## config.mk

```make
export PLATFORM = sky130hd
export DESIGN_NAME = cpu_seq
export DESIGN_NICKNAME = d
export VERILOG_FILES = /design/src/rtl/cpu_seq.sv
export SDC_FILE = /design/constraint.sdc
export NUM_CORES = 1
export LEC_CHECK = 0
export CORE_MARGIN = 3
export CORE_UTILIZATION = 30
export DETAILED_ROUTE_END_ITERATION = 10
export PLACE_DENSITY_LB_ADDON = 0.15
export SLEW_MARGIN = 20
export SYNTH_ARGS = -nofsm -noshare
export SYNTH_HDL_FRONTEND = slang
export SYNTH_SLANG_ARGS = --single-unit
export TNS_END_PERCENT = 30
```

## constraint.sdc

```tcl
create_clock -name clk -period 1.7 [get_ports clk]
set_clock_uncertainty 0.15 [all_clocks]
set_input_delay 0.255 -clock clk [delete_from_list [all_inputs] [get_ports clk]]
set_output_delay 0.255 -clock clk [all_outputs]
set_load 0.01 [all_outputs]
```

## src/rtl/cpu_seq.sv

```systemverilog
// Instruction sequencer for the 4-bit CPU: PC, instruction register, decode into
// datapath strobes, JMP/JNC resolution against the carry flag, run/step/halt control.
module cpu_seq #(
  parameter int ADDR_W = 4,
  parameter int DATA_W = 8,
  parameter int CNT_W  = 8
) (
  input  logic              clk,
  input  logic              rstn,
  input  logic              run,
  input  logic              step,
  input  logic              halt_req,
  input  logic [DATA_W-1:0] rom_data,
  input  logic              carry_in,
  output logic [ADDR_W-1:0] rom_addr,
  output logic [3:0]        opcode,
  output logic [3:0]        imm,
  output logic [1:0]        src_sel,
  output logic              ld_a,
  output logic              ld_b,
  output logic              ld_out,
  output logic              c_flag,
  output logic              halted,
  output logic              illegal,
  output logic [CNT_W-1:0]  retired
);

  typedef enum logic [1:0] {S_IDLE, S_FETCH, S_EXEC, S_HALT} state_t;

  typedef enum logic [1:0] {SRC_A = 2'd0, SRC_B = 2'd1, SRC_IN = 2'd2, SRC_ZERO = 2'd3} src_t;

  typedef enum logic [3:0] {
    OP_ADD_A_IM = 4'b0000, OP_MOV_A_B  = 4'b0001, OP_IN_A     = 4'b0010, OP_MOV_A_IM = 4'b0011,
    OP_MOV_B_A  = 4'b0100, OP_ADD_B_IM = 4'b0101, OP_IN_B     = 4'b0110, OP_MOV_B_IM = 4'b0111,
    OP_OUT_B    = 4'b1001, OP_OUT_IM   = 4'b1011, OP_JNC      = 4'b1110, OP_JMP      = 4'b1111
  } op_t;

  state_t              state, state_nxt;
  logic [ADDR_W-1:0]   pc;
  logic [DATA_W-1:0]   ir;

  logic [3:0]          ir_op;
  logic [ADDR_W-1:0]   imm_ext;
  logic [ADDR_W-1:0]   pc_inc;
  logic [ADDR_W-1:0]   next_pc;
  logic                self_jump;

  src_t                dec_src;
  logic                dec_ld_a, dec_ld_b, dec_ld_out;
  logic                dec_set_c;
  logic                dec_illegal;

  assign ir_op   = ir[DATA_W-1 -: 4];
  assign imm_ext = ADDR_W'(ir[3:0]);
  assign pc_inc  = pc + ADDR_W'(1);

  // Instruction decode: ALU source, destination strobe, carry update, legality.
  always_comb begin
    // NOTE: every signal gets a default before the case so no path leaves it unassigned (no latch).
    dec_src     = SRC_A;
    dec_ld_a    = 1'b0;
    dec_ld_b    = 1'b0;
    dec_ld_out  = 1'b0;
    dec_set_c   = 1'b0;
    dec_illegal = 1'b0;
    case (ir_op)
      OP_ADD_A_IM: begin dec_src = SRC_A;    dec_ld_a   = 1'b1; dec_set_c = 1'b1; end
      OP_MOV_A_B:  begin dec_src = SRC_B;    dec_ld_a   = 1'b1; dec_set_c = 1'b1; end
      OP_IN_A:     begin dec_src = SRC_IN;   dec_ld_a   = 1'b1; dec_set_c = 1'b1; end
      OP_MOV_A_IM: begin dec_src = SRC_ZERO; dec_ld_a   = 1'b1; dec_set_c = 1'b1; end
      OP_MOV_B_A:  begin dec_src = SRC_A;    dec_ld_b   = 1'b1; dec_set_c = 1'b1; end
      OP_ADD_B_IM: begin dec_src = SRC_B;    dec_ld_b   = 1'b1; dec_set_c = 1'b1; end
      OP_IN_B:     begin dec_src = SRC_IN;   dec_ld_b   = 1'b1; dec_set_c = 1'b1; end
      OP_MOV_B_IM: begin dec_src = SRC_ZERO; dec_ld_b   = 1'b1; dec_set_c = 1'b1; end
      OP_OUT_B:    begin dec_src = SRC_B;    dec_ld_out = 1'b1; end
      OP_OUT_IM:   begin dec_src = SRC_ZERO; dec_ld_out = 1'b1; end
      OP_JNC, OP_JMP: ;
      default:     dec_illegal = 1'b1;
    endcase
  end

  // Branch resolution; JNC looks at the carry left by the previous instruction.
  always_comb begin
    next_pc   = pc_inc;
    self_jump = 1'b0;
    if (ir_op == OP_JMP) begin
      next_pc   = imm_ext;
      self_jump = (imm_ext == pc);
    end else if (ir_op == OP_JNC && !c_flag) begin
      next_pc   = imm_ext;
      self_jump = (imm_ext == pc);
    end
  end

  // State register
  always_ff @(posedge clk or negedge rstn) begin
    if (!rstn) state <= S_IDLE;
    else       state <= state_nxt;
  end

  // Next-state logic
  always_comb begin
    state_nxt = state;
    case (state)
      S_IDLE:  if ((run || step) && !halt_req) state_nxt = S_FETCH;
      S_FETCH: state_nxt = S_EXEC;
      S_EXEC: begin
        if (self_jump)             state_nxt = S_HALT;
        else if (halt_req || !run) state_nxt = S_IDLE;
        else                       state_nxt = S_FETCH;
      end
      S_HALT:  state_nxt = S_HALT;
      default: state_nxt = S_IDLE;
    endcase
  end

  // Outputs: strobes are gated by EXEC so an async reset drops them at once.
  always_comb begin
    ld_a    = 1'b0;
    ld_b    = 1'b0;
    ld_out  = 1'b0;
    src_sel = SRC_A;
    if (state == S_EXEC) begin
      ld_a    = dec_ld_a;
      ld_b    = dec_ld_b;
      ld_out  = dec_ld_out;
      src_sel = dec_src;
    end
  end

  assign halted   = (state == S_HALT);
  assign rom_addr = pc;
  assign opcode   = ir_op;
  assign imm      = ir[3:0];

  // Architectural registers
  always_ff @(posedge clk or negedge rstn) begin
    if (!rstn) begin
      pc      <= '0;
      ir      <= '0;
      c_flag  <= 1'b0;
      illegal <= 1'b0;
      retired <= '0;
    end else begin
      // NOTE: non-blocking assignments so every register samples pre-edge values.
      if (state == S_FETCH) ir <= rom_data;
      if (state == S_EXEC) begin
        c_flag  <= dec_set_c ? carry_in : 1'b0;
        pc      <= next_pc;
        illegal <= illegal | dec_illegal;
        if (retired != {CNT_W{1'b1}}) retired <= retired + CNT_W'(1);
      end
    end
  end

endmodule

```

==> results.yml, run 1 <==
run_status:
  status: "finished clean"
placed_design:
  io_buffers: 41
  hpwl_mm: 2.26
  dp.cells: 218
  dp_slack_ps: -96.2
  place_congestion: 0.781
sta:
  timing.final.ws_setup_ps: 36.6
  maxSlewHeadroom_pct: 79.2
  max_freq_mhz: 601
  tightest_slew_ps: 313
  period_share_pct: 97.8
  finalMaxSlewViolations: 0
  layout_min_cycle_time_ps: 1660
  timing.final.hold_violations: 0
  rsz0062_at_grt: "yes"
  setup_tns_ps: 0
  finalSetupViolCount: 0
clock_network:
  cts_tree: "built"
  cts_made_buffers: 3
  hold_buffers: 0
  postCtsSetupRepairBufs: 0
  clkLatencyLatePin_ps: 270
  cts_buffer_depth: 2
  htreeDepth: 1
  clkSlewWorstSetupHoldPaths_ps: 90
  cts_root_buf: "clkbuf_8"
  cts.sinks: 24
yosys:
  synth.net_count: 131
  ys.flop_type: "dfrtp_1"
  synth_edf_count: 0
  ys_top_cells_by_count: "dfrtp_1 (24), nand2_1 (16), mux2_2 (10), a21oi_1 (6)"
  yosysMostFrequentCell: "dfrtp_1"
  yosysTopAreaCellShare_pct: 49.2
  synth_warnings: 0
  yosysTopAreaCell: "dfrtp_1"
  synth.ff_latch_count: 24
  seq_area_frac_synth_pct: 49.2
  netlist_area_um2: 1220
  async_reset_ff_share_pct: 100
  synthTopCellsByArea: "dfrtp_1 (49%), mux2_2 (9.2%), nand2_1 (4.9%)"
  synth_cell_types: 31
  avgSynthCellArea_um2: 10.6
  syn_inst: 115
global_route:
  grt_usage_pct: 12.8
  grt_pass1_wl_mm: 5.11
  grt_max_degree: 25
  first_global_vias: 1062
  antenna_found_initial: 0
  grt_remaining_overflow: 0
finish:
  fill_cells: 354
  drive_above_1_share_pct: 28.7
  n_antenna_cell: 0
  area_growth_pct: 54.4
  fin_cells: 222
  nNetsFinal: 191
floorplanning:
  core_area_um2: 3800
  die_h_um: 69.8
  rows: 22
  initial_core_util_pct: 32.1
  die-width_um: 69.8
  die_area_um2: 4870
  io_pins: 42
critical_path:
  crit_fanout: 6
  worstSetupPathType: "reg2out"
  cp-end-kind: "output port"
  reg2reg_to: "retired[7]$_DFFE_PN0P_"
  cpPeakStageDelay_ps: 550
  critPathArrivalTime_ps: 1260
  crit_buf_inv: 1
  setup.worst_path.start_class: "flop"
  path_delay_family: "buffers and inverters"
  rrSetupSlack_ps: 50
  rr_worst_depth: 5
  worstPathRequired_ps: 1290
  cpMaxStageDelayCell: "clkdlybuf4s50_1"
  timing.rr.start: "state[0]$_DFFE_PN0P_"
  worstPathCellList: "clkdlybuf4s50_1"
power_and_ir_drop:
  power_w: 0.00326
  p_per_area_nw_per_um2: 1730
  max-vdd-ir-drop_mv: 0.682
  p_leak_nw: 0.896
detailed_routing:
  wl_mm: 3.01
  via_count: 1049
  drc: 0
  drt_iter0_drc: 32
  first_pass_iters: 4
  avgRoutedWirePerCell_um: 13.5
  drtAntennaViolNets: 0
  vias_per_cell: 4.73
flow_run:
  maxCapViolCount: 0
min_path:
  min_path_type: "in2async"
-- repair_timing --
item | CTS | global route
resized for setup | 22 | 22
setup endpoints to repair | 13 | 20
cloned | 0 | 0
hold endpoints to repair | 0 | 0
-- state kept, by name (all words and copies together) (netlist names) --
signal,flops
state,2
illegal,1
retired,8
c_flag,1
rom_addr,4
ir,8
-- metal layers --
metal / track usage, % / vias up / wire length [um]
met5: 0 / - / 0
met4: 3.19 / 0 / 27
met3: 3.77 / 5 / 136
met2: 20.1 / 24 / 1430
met1: 17.2 / 497 / 1410
li1: - / 523 / -
-- how the worst max path moves through the flow --
stage | from | to | slack [ps] | cells past startpoint
5_1_grt | state[0]$_DFFE_PN0P_ | ld_b | -30 | 3
4_1_cts | state[1]$_DFFE_PN0P_ | src_sel[1] | -30 | 3
3_5_place_dp | state[0]$_DFFE_PN0P_ | ld_b | -100 | 3
3_3_place_gp | state[0]$_DFFE_PN0P_ | src_sel[0] | -40 | 3
6_report | rom_addr[1]$_DFFE_PN0P_ | rom_addr[1] | 40 | 1
2_1_floorplan | retired[0]$_DFFE_PN0P_ | retired[1]$_DFFE_PN0P_ | 110 | 5
-- cells by family after synthesis --
family / share of synthesized area [%]
and+or+nand+nor: 20.5
DFF: 49.2
AOI/OAI and AO/OA: 7.17
muxes: 12.5
xor gates and xnor gates: 5.02
buffers and inverters: 3.59
adders and majority gates: 2.05
-- final cells by class --
class                   count  area (um2)  share of cell area (%)
multi-input cells          84         607                    32.2
inverters                   3        11.3                   0.597
well taps                  48        60.1                    3.19
repair buffers             59         543                    28.8
clock buffers               4        55.1                    2.92
flip-flops and latches     24         609                    32.3
-- per-stage QoR --
step	instance area (um2)	hold slack (ps)	utilization, %
after floorplan	1220	-191	-
after global placement	1790	320	47.2
after detailed placement	1790	311	47.2
after CTS	1860	196	49.0
after global routing	1890	214	49.6
final	1890	182	49.6
-- placed cells by master, fill, tap and decap left out, drive strengths merged --
cell,count
a211oi,1
a21o,1
a21oi,6
a2bb2oi,2
and2,1
and3,2
and4,3
buf,20
clkbuf,6
clkdlybuf4s15,2
clkdlybuf4s50,24
dfrtp,24
dlygate4sd2,3
dlymetal6s2s,8
ha,2
inv,3
mux2,10
mux2i,4
nand2,16
nand2b,2
nand3,4
nand3b,2
nand4,3
nor2,5
nor2b,2
nor3,3
nor3b,1
nor4,1
o211ai,1
o21ai,2
o21bai,1
or2,1
or3,1
xnor2,5
xor2,2
-- power by group --
group	switching [W]	total [W]	leakage (nW)	internal, W
Clock	0.000186	0.000393	0.0288	0.000207
Combinational	0.000714	0.00173	0.586	0.00101
Sequential	0.000310	0.00114	0.281	0.000834
Total	0.00121	0.00326	0.896	0.00205
No activity file was read; power rests on OpenSTA's default activity.
==> inputs of run 2 (changes only) <==
Settings changed: GPL_TIMING_DRIVEN set to 0.
==> run 2 against run 1 <==
Routed wire length shrank 1.1%. Clock power shrank 1%. Hold slack gained 150 ps. Final cell count shrank 3.6%. Via count shrank 2.2%. Register-to-register slack is essentially flat.
==> results.yml, run 2 (synthesized netlist as in run 1, its figures left out) <==
critical_path:
  worstPathCellList: "nand2b_4 > nor3b_2 > buf_2"
  timing.rr.start: "retired[0]$_DFFE_PN0P_"
  critPathArrivalTime_ps: 1270
  crit_buf_inv: 1
  rr_worst_depth: 5
  cpPeakStageDelay_ps: 450
  cp-end-kind: "output port"
  reg2reg_to: "retired[1]$_DFFE_PN0P_"
  crit_fanout: 7
  setup.worst_path.start_class: "flop"
  path_delay_family: "flip-flops"
  worstPathRequired_ps: 1290
  cpMaxStageDelayCell: "dfrtp_2"
  worstSetupPathType: "reg2out"
  rrSetupSlack_ps: 50
finish:
  drive_above_1_share_pct: 28.3
  fin_area_um2: 1830
  nNetsFinal: 183
  final_common_cell: "clkdlybuf4s50_1"
  fill_cells: 374
  n_antenna_cell: 0
  mostFrequentLayoutCells: "clkdlybuf4s50_1 (26), nand2_1 (16), dfrtp_1 (14)"
  area_growth_pct: 50.2
clock_network:
  clkSlewWorstSetupHoldPaths_ps: 90
  cts_root_buf: "clkbuf_8"
  cts_buffer_depth: 2
  cts_tree: "built"
  htreeDepth: 1
  cts.sinks: 24
  clkLatencyLatePin_ps: 270
  cts_made_buffers: 3
global_route:
  grt_usage_pct: 12.5
  grt_pass1_wl_mm: 4.88
  antenna_found_initial: 0
  grt_remaining_overflow: 0
  grt_max_degree: 25
  first_global_vias: 1006
sta:
  hold_ws_ps: 337
  layout_min_cycle_time_ps: 1670
  tightest_slew_ps: 543
  maxSlewHeadroom_pct: 63.8
  timing.final.hold_violations: 0
  rsz0062_at_grt: "yes"
  finalSetupViolCount: 0
  setup_tns_ps: 0
  max_freq_mhz: 597
  finalMaxSlewViolations: 0
  period_share_pct: 98.5
floorplanning:
  initial_core_util_pct: 32.1
  die-width_um: 69.8
  die_h_um: 69.8
  io_pins: 42
  core_area_um2: 3800
  die_area_um2: 4870
  rows: 22
detailed_routing:
  drc: 0
  vias_per_cell: 4.79
  drt_iter0_drc: 39
  first_pass_iters: 4
  wl_mm: 2.97
  drtAntennaViolNets: 0
  avgRoutedWirePerCell_um: 13.9
  via_count: 1026
placed_design:
  place_congestion: 0.735
  postPlaceCellArea_um2: 1690
  hpwl_mm: 2.05
  io_buffers: 41
power_and_ir_drop:
  p_per_area_nw_per_um2: 1720
  p_leak_nw: 0.843
  max-vdd-ir-drop_mv: 0.759
min_path:
  hold_path_end: "illegal$_DFFE_PN0P_"
  min_path_type: "reg2reg"
  holdCritStartpoint: "illegal$_DFFE_PN0P_"
  hold-path-cell-count: 1
flow_run:
  maxCapViolCount: 0
run_status:
  status: "finished clean"
run 2: cell count changes in the layout (fill, tap and decap cells not counted), moves of 2 or more:
cell             change
dfrtp_2              +3
dlygate4sd2_1        -3
buf_2                +5
clkbuf_2             -2
clkdlybuf4s50_1      +2
dfrtp_1              -3
buf_6                +2
buf_4               -12
run 2: routing by layer:
metal	wire (um)	GRT usage, %
met1	1370	16.0
met2	1430	20.5
met3	137	3.19
met4	34	3.83
met5	0	0
run 2: per-stage QoR:
| stage | setup slack (ps) | utilization, % | total power (W) | std cells |
|---|---|---|---|---|
| finish | 26.0 | 48.3 | 0.00316 | 214 |
| detailed placement | -341 | 44.4 | 0.00269 | 204 |
| global placement | -345 | 44.5 | 0.00266 | 204 |
| CTS | -44.8 | 46.5 | 0.00315 | 210 |
| global route | -49.4 | 48.3 | 0.00340 | 214 |
| floorplan | 108 | - | 0.00194 | 115 |
run 2: how the worst max path moves through the flow:
| stage | startpoint | endpoint | slack (ps) | cells past startpoint |
|---|---|---|---|---|
| floorplan | retired[0]$_DFFE_PN0P_ | retired[1]$_DFFE_PN0P_ | 110 | 5 |
| global placement | state[0]$_DFFE_PN0P_ | src_sel[1] | -350 | 4 |
| detailed placement | state[0]$_DFFE_PN0P_ | src_sel[1] | -340 | 4 |
| CTS | state[0]$_DFFE_PN0P_ | src_sel[0] | -40 | 4 |
| global route | state[0]$_DFFE_PN0P_ | ld_b | -50 | 3 |
| finish | state[0]$_DFFE_PN0P_ | ld_b | 30 | 3 |
run 2: worst reg2reg max path: stages, from the launching register on:
cell     delay (ps)
dfrtp_1         430
ha_2            250
and3_1          190
nand2_1          60
nand2_1         120
mux2_2          340
run 2: layout make-up:
type                    instances  area [um2]  share of cell area [%]
clock buffers                   4        55.1                    3.00
inverters                       3        11.3                   0.614
repair buffers                 48         455                    24.8
multi-input cells              84         612                    33.4
well taps                      48        60.1                    3.27
flip-flops and latches         24         613                    33.4
plain buffers                   3        27.5                    1.50
run 2: timing repair:
item,CTS,global route
buffers inserted,1,5
pin swaps,0,1
hold buffers,1,0
endpoints found under the setup margin,10,20
hold endpoints to repair,24,0
resized for setup,34,18
run 2: where the power goes:
group	total, W	switching [W]	internal (W)
clock	0.000388	0.000182	0.000207
sequential	0.00120	0.000360	0.000840
combinational	0.00157	0.000644	0.000925
total	0.00316	0.00119	0.00197
==> inputs of run 3 (changes only) <==
Settings changed: CTS_CLUSTER_SIZE set to 8, PLACE_DENSITY set to 0.65, PLACE_DENSITY_LB_ADDON 0.15 to not set.
==> run 3 against run 2 <==
The run now ends with negative setup slack left. Sequential cell count is the same. Clock power decreased by 14%. Die area unchanged. Core utilization is 0.30 points higher. Via count rose by 3.8%. Critical path depth did not move. First-iteration DRC count rose by 69%. Sequential share of layout area is 0.27 points lower. Sequential power about the same.
==> results.yml, run 3 (synthesized netlist as in run 1, its figures left out) <==
run_status:
  status: "finished, violations left"
  violations: "negative setup slack"
clock_network:
  cts_tree: "built"
  clkLatencyLatePin_ps: 260
  clkSlewWorstSetupHoldPaths_ps: 80
  cts_buffer_depth: 2
  cts_made_buffers: 3
  cts.sinks: 24
  htreeDepth: 1
  cts_root_buf: "clkbuf_8"
global_route:
  grt_pass1_wl_mm: 4.94
  antenna_found_initial: 0
  first_global_vias: 1033
  grt_remaining_overflow: 0
  grt_usage_pct: 12.4
  grt_max_degree: 25
finish:
  fin_cells: 217
  area_growth_pct: 51.1
  n_antenna_cell: 0
  mostFrequentLayoutCells: "clkdlybuf4s50_1 (26), nand2_1 (16), dfrtp_1 (15)"
  nNetsFinal: 187
  drive_above_1_share_pct: 29.6
  fin_util_pct: 48.6
  final_common_cell: "clkdlybuf4s50_1"
detailed_routing:
  via_count: 1065
  drtAntennaViolNets: 0
  avgRoutedWirePerCell_um: 14.2
  vias_per_cell: 4.91
  route.met2.wl_mm: 1.63
  drt_iter0_drc: 66
  drc: 0
  wl_met3_um: 119
  wl_met1_mm: 1.30
  first_pass_iters: 4
  wl_mm: 3.08
  highest_layer: "met4"
sta:
  timing.final.hold_violations: 0
  timing.final.ws_setup_ps: -3.06
  setup_tns_ps: -3.06
  period_share_pct: 100
  rsz0062_at_grt: "yes"
  tightest_slew_ps: 536
  finalSetupViolCount: 1
  finalMaxSlewViolations: 0
  hold_ws_ps: 333
  max_freq_mhz: 587
  maxSlewHeadroom_pct: 64.3
  layout_min_cycle_time_ps: 1700
power_and_ir_drop:
  p_leak_nw: 0.865
  seq_power_share_pct: 37.6
  switching_power_w: 0.00122
  clock_power_share_pct: 10.4
  max-vdd-ir-drop_mv: 0.944
  power_w: 0.00318
  intPower_w: 0.00197
  power_frac_comb_pct: 52.0
  p_per_area_nw_per_um2: 1720
  switching_share_pct: 38.2
critical_path:
  worstPathRequired_ps: 1290
  worstSetupPathType: "reg2out"
  crit_fanout: 7
  setup.worst_path.start_class: "flop"
  cp-end-kind: "output port"
  critPathArrivalTime_ps: 1300
floorplanning:
  initial_core_util_pct: 32.1
  rows: 22
  die_h_um: 69.8
  die_area_um2: 4870
  core_area_um2: 3800
  io_pins: 42
  die-width_um: 69.8
placed_design:
  place_congestion: 0.828
  io_buffers: 41
  hpwl_mm: 2.10
  dp.cells: 204
flow_run:
  maxCapViolCount: 0
min_path:
  min_path_type: "reg2reg"
==> run 3: power by group through the flow <==
stage / Clock (W) / Sequential, W / Combinational [W]
after floorplan: 0 / 0.00121 / 0.000726
after global placement: 0 / 0.00116 / 0.00149
after detailed placement: 0 / 0.00117 / 0.00152
after CTS: 0.000343 / 0.00118 / 0.00159
after global routing: 0.000368 / 0.00125 / 0.00179
final: 0.000332 / 0.00120 / 0.00166
==> run 3: path summary, 6_finish.rpt <==
check / cells past startpoint / to / slack (ps) / from
setup / recovery: 3 / src_sel[0] / -3 / state[0]$_DFFE_PN0P_
hold / removal: 1 / illegal$_DFFE_PN0P_ / 330 / illegal$_DFFE_PN0P_
setup reg to reg: 5 / retired[1]$_DFFE_PN0P_ / 60 / retired[1]$_DFFE_PN0P_
hold reg to reg: 1 / illegal$_DFFE_PN0P_ / 330 / illegal$_DFFE_PN0P_
max in group asynchronous: 2 / retired[4]$_DFFE_PN0P_ / 660 / rstn
min in group asynchronous: 2 / retired[1]$_DFFE_PN0P_ / 350 / rstn
==> run 3: repair_timing <==
| item | CTS | global route |
|---|---|---|
| hold buffers | 0 | 1 |
| endpoints found under the hold margin | 0 | 24 |
| setup endpoints to repair | 12 | 20 |
| buffers inserted | 2 | 8 |
| pin swaps | 0 | 1 |
| resized for setup | 35 | 16 |
==> run 3: worst max-delay path, cell delays in order, from the launching register on <==
cell and delay, ps:
dfrtp_1 430, nand2b_4 210, a211oi_2 220, buf_2 170
==> run 3: final cells by class <==
| class | instances | area, um2 |
|---|---|---|
| Clock buffer | 3 | 41.3 |
| Buffer | 3 | 27.5 |
| Multi-Input combinational cell | 84 | 613 |
| Tap cell | 48 | 60.1 |
| Sequential cell | 24 | 612 |
| Fill cell | 357 | 1950 |
| Inverter | 3 | 11.3 |
| Timing Repair Buffer | 52 | 480 |
==> run 3: metal layers <==
layer  GRT usage [%]  vias up
met5               0        -
met4            2.55        0
met2            21.5       20
met1            15.6      528
met3            3.19        4
li1                -      513
==> run 3: through the flow <==
step,worst slack [ps],area [um2]
3_3_place_gp,-350,1690
2_1_floorplan,108,1220
6_report,-3.06,1850
5_1_grt,-61.6,1850
3_5_place_dp,-345,1690
4_1_cts,-15.5,1760
